### src/rtl/wb_arbiter2.sv
// Two-master, one-slave Wishbone classic arbiter: round-robin grant, locked for the
// whole owner bus cycle, with a per-transfer watchdog that turns a missing ack into err.
module wb_arbiter2 #(
    parameter int TIMEOUT_CYCLES = 255,
    parameter int TIMEOUT_W      = 8
) (
    input  logic        clk_i,
    input  logic        rst_i,
    input  logic [31:0] m0_adr_i,
    input  logic [31:0] m0_dat_i,
    input  logic        m0_we_i,
    input  logic        m0_stb_i,
    input  logic        m0_cyc_i,
    output logic [31:0] m0_dat_o,
    output logic        m0_ack_o,
    output logic        m0_err_o,
    input  logic [31:0] m1_adr_i,
    input  logic [31:0] m1_dat_i,
    input  logic        m1_we_i,
    input  logic        m1_stb_i,
    input  logic        m1_cyc_i,
    output logic [31:0] m1_dat_o,
    output logic        m1_ack_o,
    output logic        m1_err_o,
    output logic [31:0] s_adr_o,
    output logic [31:0] s_dat_o,
    output logic        s_we_o,
    output logic        s_stb_o,
    output logic        s_cyc_o,
    input  logic [31:0] s_dat_i,
    input  logic        s_ack_i,
    output logic [1:0]  grant_o
);

    typedef enum logic [1:0] {IDLE, BUSY, ERR} state_e;

    localparam bit                   WD_EN = (TIMEOUT_CYCLES != 0);
    localparam logic [TIMEOUT_W-1:0] TLAST = TIMEOUT_W'(TIMEOUT_CYCLES - 1);

    state_e               state_q, state_d;
    logic                 owner_q, owner_d;
    logic                 last_q, last_d;
    logic [TIMEOUT_W-1:0] tcnt_q, tcnt_d;

    logic own_cyc, own_stb;
    assign own_cyc = owner_q ? m1_cyc_i : m0_cyc_i;
    assign own_stb = owner_q ? m1_stb_i : m0_stb_i;

    // Read data is broadcast; masters only take it when they see their own ack.
    assign m0_dat_o = s_dat_i;
    assign m1_dat_o = s_dat_i;

    always_ff @(posedge clk_i or posedge rst_i) begin
        if (rst_i) begin
            state_q <= IDLE;
            owner_q <= 1'b0;
            last_q  <= 1'b1;
            tcnt_q  <= '0;
        end else begin
            state_q <= state_d;
            owner_q <= owner_d;
            last_q  <= last_d;
            tcnt_q  <= tcnt_d;
        end
    end

    always_comb begin
        state_d = state_q;
        owner_d = owner_q;
        last_d  = last_q;
        tcnt_d  = '0;
        case (state_q)
            IDLE: begin
                if (m0_cyc_i || m1_cyc_i) begin
                    state_d = BUSY;
                    owner_d = (m0_cyc_i && m1_cyc_i) ? ~last_q : m1_cyc_i;
                end
            end
            BUSY: begin
                if (!own_cyc) begin
                    state_d = IDLE;
                    last_d  = owner_q;
                end else if (own_stb && !s_ack_i) begin
                    // An ack arriving on the last allowed cycle takes this branch's else.
                    if (WD_EN && tcnt_q == TLAST) begin
                        state_d = ERR;
                    end
                    tcnt_d = WD_EN ? tcnt_q + 1'b1 : '0;
                end
            end
            ERR: begin
                state_d = IDLE;
                last_d  = owner_q;
            end
            default: state_d = IDLE;
        endcase
    end

    always_comb begin
        s_adr_o  = '0;
        s_dat_o  = '0;
        s_we_o   = 1'b0;
        s_stb_o  = 1'b0;
        s_cyc_o  = 1'b0;
        grant_o  = 2'b00;
        m0_ack_o = 1'b0;
        m1_ack_o = 1'b0;
        m0_err_o = 1'b0;
        m1_err_o = 1'b0;
        case (state_q)
            BUSY: begin
                s_adr_o  = owner_q ? m1_adr_i : m0_adr_i;
                s_dat_o  = owner_q ? m1_dat_i : m0_dat_i;
                s_we_o   = owner_q ? m1_we_i  : m0_we_i;
                s_stb_o  = own_stb;
                s_cyc_o  = own_cyc;
                grant_o  = owner_q ? 2'b10 : 2'b01;
                m0_ack_o = s_ack_i & ~owner_q & m0_stb_i;
                m1_ack_o = s_ack_i &  owner_q & m1_stb_i;
            end
            ERR: begin
                grant_o  = owner_q ? 2'b10 : 2'b01;
                m0_err_o = ~owner_q;
                m1_err_o =  owner_q;
            end
            default: ;
        endcase
    end

endmodule

### config.mk
export PLATFORM = sky130hd
export DESIGN_NAME = wb_arbiter2
export DESIGN_NICKNAME = d
export VERILOG_FILES = /design/src/rtl/wb_arbiter2.sv
export SDC_FILE = /design/constraint.sdc
export NUM_CORES = 1
export LEC_CHECK = 0
export BUFFER_PORTS_ARGS = -buffer_cell sky130_fd_sc_hd__buf_2
export CORE_AREA = 2 2 117 119
export DETAILED_ROUTE_END_ITERATION = 16
export DIE_AREA = 0 0 119 121
export GPL_TIMING_DRIVEN = 0
export PLACE_DENSITY = 0.5
export SYNTH_ARGS = -nofsm -noshare
export SYNTH_HDL_FRONTEND = slang
export SYNTH_SLANG_ARGS = --single-unit
### constraint.sdc
create_clock -name clk_i -period 1.9 [get_ports clk_i]
set_input_delay 0.19 -clock clk_i [delete_from_list [all_inputs] [get_ports clk_i]]
set_output_delay 0.19 -clock clk_i [all_outputs]
set_load 0.005 [all_outputs]
## Yosys cells after proc, flatten, opt, wreduce, memory -nomap -nowiden

Index checks and enable logic that the tools add are counted.
W data, S select, Z words.

| word-level totals | value |
|---|---|
| register bits | 12 |
| input port bits | 169 |
| output and inout port bits | 137 |

| cells by class | value |
|---|---|
| add/subtract/negate cells | 1 |
| equal/unequal tests | 7 |
| mux-type cells | 27 |
| bitwise logic cells | 6 |
| reductions and logical operators | 10 |

Operator list:

| operator | number |
|---|---|
| $mux W32 | 4 |
| $mux W8 | 3 |
| $mux W1 | 12 |
| $mux W2 | 6 |
| $add A8 B1 Y8 const B | 1 |
| $eq A8 B8 Y1 const B | 1 |
| $ne A3 B3 Y1 const B | 2 |
| $and A1 B1 Y1 | 4 |
| $ne A2 B2 Y1 const B | 2 |
| $pmux W2 S2 | 1 |
| $reduce_and A2 Y1 | 2 |
| $reduce_and A3 Y1 | 1 |
| $eq A2 B1 Y1 const B | 1 |
| $eq A2 B2 Y1 const B | 1 |
| $logic_and A1 B1 Y1 | 2 |
| $logic_not A2 Y1 | 1 |
| $not A1 Y1 | 2 |
| $pmux W1 S2 | 1 |
| $reduce_bool A2 Y1 | 1 |
| $reduce_or A2 Y1 | 1 |
| $logic_not A1 Y1 | 1 |
| $logic_or A1 B1 Y1 | 1 |

## Longest topological paths before layout

| depth | value |
|---|---|
| word-level depth | 5 |
| gate-level depth with buffers | 7 |

## Least setup slack after synthesis

Ideal clock, no wire load.

| timing | value |
|---|---|
| path kind | reg-to-reg |
| from | register state_q[0] |
| to | register state_q[0] |
| setup time | 0.128 ns |
| data arrival time | 1.501 ns |
| setup slack | 0.271 ns |
| cell stages (with the launch flop) | 7 |
| buffers on the path | 0 |
| cell sequence | dfrtp_1 -> inv_1 -> ha_1 -> nor3b_1 -> nor4_1 -> o21bai_1 -> mux2_1 |

| on the way | value |
|---|---|
| longest elaborated chain between the ends | 3 |
| elaborated cells on any way between the ends | 7 |

RTL lines:

| element | line | RTL |
|---|---|---|
| from (decl) | 40 | `state_e state_q, state_d;` |
| from (signal assigned) | 60 | `state_q <= state_d;` |
| $eq A2 B1 Y1 or $logic_not A2 Y1 (tied branches) | 72 | `case (state_q)` |
| $ne A3 B3 Y1 (no line) or $ne A2 B2 Y1 (tied branches) | - |  |
| $reduce_and A3 Y1 (no line) | - |  |

Parallel ways exist; a longest one is shown, timed or not.
A chain may end at the register's enable or synchronous reset.

## Worst setup path after layout

| timing | value |
|---|---|
| from | register owner_q |
| to | output port s_dat_o[21] |

| on the way | value |
|---|---|
| longest elaborated chain between the ends | 2 |

RTL lines:

| element | line | RTL |
|---|---|---|
| from (decl) | 41 | `logic owner_q, owner_d;` |
| from (signal assigned) | 61 | `owner_q <= owner_d;` |
| $mux W32 | 113 | `s_dat_o = owner_q ? m1_dat_i : m0_dat_i;` |
| $mux W32 | 110 | `case (state_q)` |
| to (decl) | 26 | `output logic [31:0] s_dat_o,` |

No other way between the ends.

==> reports/results.ini <==
[outcome]
status = complete, no violations

[cells_and_area]
final_cell_count_no_fill = 734
final_cell_mix = buf_2, nor2b_1, buf_4
layout_commonest_cell = buf_2
num_antenna_cells = 0
drive_gt1_share_pct = 64.5
fin_util_pct = 30.8
final.fill_count = 1408
final_nets = 734
area_delta_synth_final_pct = 75.9

[power_and_ir_drop]
power_density_nw_per_um2 = 954
worst_ir_drop_vdd_uv = 503
leakagePower_nw = 2.40

[yosys]
synth_async_sr_flop_share_pct = 100
synth_cell_types = 27
yosysTopAreaCell = mux2i_1
synth_seq_cells = 12
synth_seq_area_share_pct = 13.1
ys.flop_type = dfrtp_1
synth_top_area_share_pct = 29.2
syn_nets = 455
synth_cells = 280
synth.avg_cell_area_sq_um = 8.19
yosysWarnings = 0
synth_edf_count = 0
yosys-top-cells-area = mux2i_1, buf_4, nor2b_1, dfrtp_1, ha_1
syn-cell-area_sq_um = 2290

[setup_path]
rr_startpoint = state_q[0]
cp_max_fo = 10
r2r_cells = 6
critPathCaptureType = output pin
criticalPathCategory = flop to output pin
max_stage_delay_ns = 0.42
r2r_slack_ns = 0.11
path_cells = buf_6, buf_6, mux2i_2, nor2b_1, buf_2
worstPathArrival_ns = 1.60
r2r_end = state_q[0]
cp_common_cell = buf_6
setup.worst_path.start_class = flop
worst_ep_required_time_ns = 1.71
slowest_stage = dfrtp_1

[timing]
fin_crit_sh_pct = 94.4
post-route-min-period_ns = 1.79
worstMarginPinSlew_ns = 0.472
max_freq_mhz = 558
setup_violations = 0
relSlewSlack_pct = 68.5
slew_violations = 0
fin_ws_ns = 0.107
setup_tns_ns = 0
rsz0062_at_grt = yes
finalHoldViolations = 0
worst_clock_skew_ns = 0.00139

[detailed_routing]
wl_per_cell_microns = 14.6
drcViolationCount = 0
first_iter_violations = 40
viasPerCell = 3.83
firstDrtPassIters = 4
routed_wl_microns = 10700
vias = 2814
ant_nets = 0

[clocking]
clockBufferDepth = 2
htreeDepth = 1
numClockSinks = 12
cts_buffers = 3
cts_tree = done
clock_latency_ns = 0.24
clockRootBuffer = clkbuf_16
clkTransAtPathRegs_ns = 0.04

[placed_design]
hpwl_microns = 9460
portBuffers = 273
dp.cells = 729
place_congestion = 0.816
dp_worst_setup_slack_ns = -0.00268

[global_route]
grt_usage_pct = 13.3
grt_max_degree = 13
grt_pass1_wl_microns = 15000
grt-ovfl-total = 0
grt_pass1_vias = 2669
grt_antenna_before_repair = 0

[hold_path]
hold_depth = 2
holdPathEnd = owner_q
hp-class = input port to flop
hp-start = m1_cyc_i

[floorplan]
fp.dieH_microns = 121
core_sq_um = 13100
die_w_microns = 119
start_util_pct = 17.5
fp-row-count = 42
ios = 306
die-area_sq_um = 14400

[job]
drv_cap = 0

==> worst max path at each step <==
| stage | start | end | slack [ns] | depth (start not counted) |
|---|---|---|---|---|
| after detailed placement | owner_q | s_dat_o[27] | -0.003 | 5 |
| after floorplan | state_q[0] | state_q[0] | 0.27 | 6 |
| after global routing | state_q[0] | state_q[0] | -0.04 | 6 |
| final | owner_q | s_dat_o[21] | 0.11 | 5 |
| after CTS | state_q[1] | s_adr_o[31] | 0.001 | 5 |
| after global placement | state_q[1] | state_q[0] | 0.01 | 5 |
==> kinds of logic (layout without fill, tap and decap cells) <==
kind of cell / after synthesis / in the layout / synth area share (%)
buffers and inverters: 83 / 361 / 24.5
adder cells (fa/ha/maj): 6 / 6 / 3.27
AO/OA/AOI/OAI: 5 / 5 / 1.58
multiplexers: 68 / 68 / 29.7
flip-flops: 12 / 12 / 13.1
AND/OR/NAND/NOR: 100 / 100 / 25.5
XOR/XNOR: 6 / 6 / 2.29
==> power breakdown <==
| group | switching, W | internal, W |
|---|---|---|
| Clock | 0.000110 | 0.000282 |
| Combinational | 0.00150 | 0.00161 |
| Sequential | 0.0000429 | 0.000302 |
==> per-stage QoR <==
step                      area, sq um  power (W)  hold slack [ns]
after floorplan                  2290    0.00212           0.0540
after global placement           3880    0.00337            0.218
after detailed placement         3880    0.00341            0.228
after CTS                        4000    0.00390            0.264
after global routing             4040    0.00420            0.306
final                            4040    0.00385            0.279
==> critical path, delay by kind of cell (launching register included) <==
kind | cells | cell delay [ns]
buffers and inverters | 3 | 0.55
multiplexers | 1 | 0.31
flip-flops | 1 | 0.42
AND/OR/NAND/NOR | 1 | 0.08
==> layer usage <==
layer	track usage (%)	vias up	routed length (microns)
li1	-	1407	-
met1	16.3	1279	4410
met2	23.9	125	5350
met3	3.67	3	904
met4	1.34	0	38
met5	0	-	0
==> cell usage after synthesis (2+ instances only) <==
cell type  count
xor2_1         3
clkbuf_1       7
mux2i_1       67
buf_4         64
buf_2          8
xnor2_1        3
dfrtp_1       11
nand2_1        7
nor2_1        12
nor2b_1       69
a21oi_1        2
inv_1          4
nand3_1        3
ha_1           6
and2_1         2
==> sequential cells by signal, indices dropped and copies added (netlist names) <==
signal and flops:
last_q 1, owner_q 1, state_q 2, tcnt_q 8
==> layout make-up <==
type	instances	area, sq um	area share (%)
plain buffers	79	578	14.3
clock buffers	4	78.8	1.95
inverters	4	15.0	0.372
multi-input cells	185	1470	36.3
flip-flops and latches	12	302	7.47
well taps	176	220	5.46
repair buffers	274	1380	34.1
==> timing repair <==
action                                  CTS  global route
gates resized for setup                  12            10
hold endpoints to repair                 11             0
pin swaps                                 0             0
buffers inserted                          0             0
hold buffers                              1             0
endpoints found under the setup margin   70            62
No activity file was read; power rests on OpenSTA's default activity.
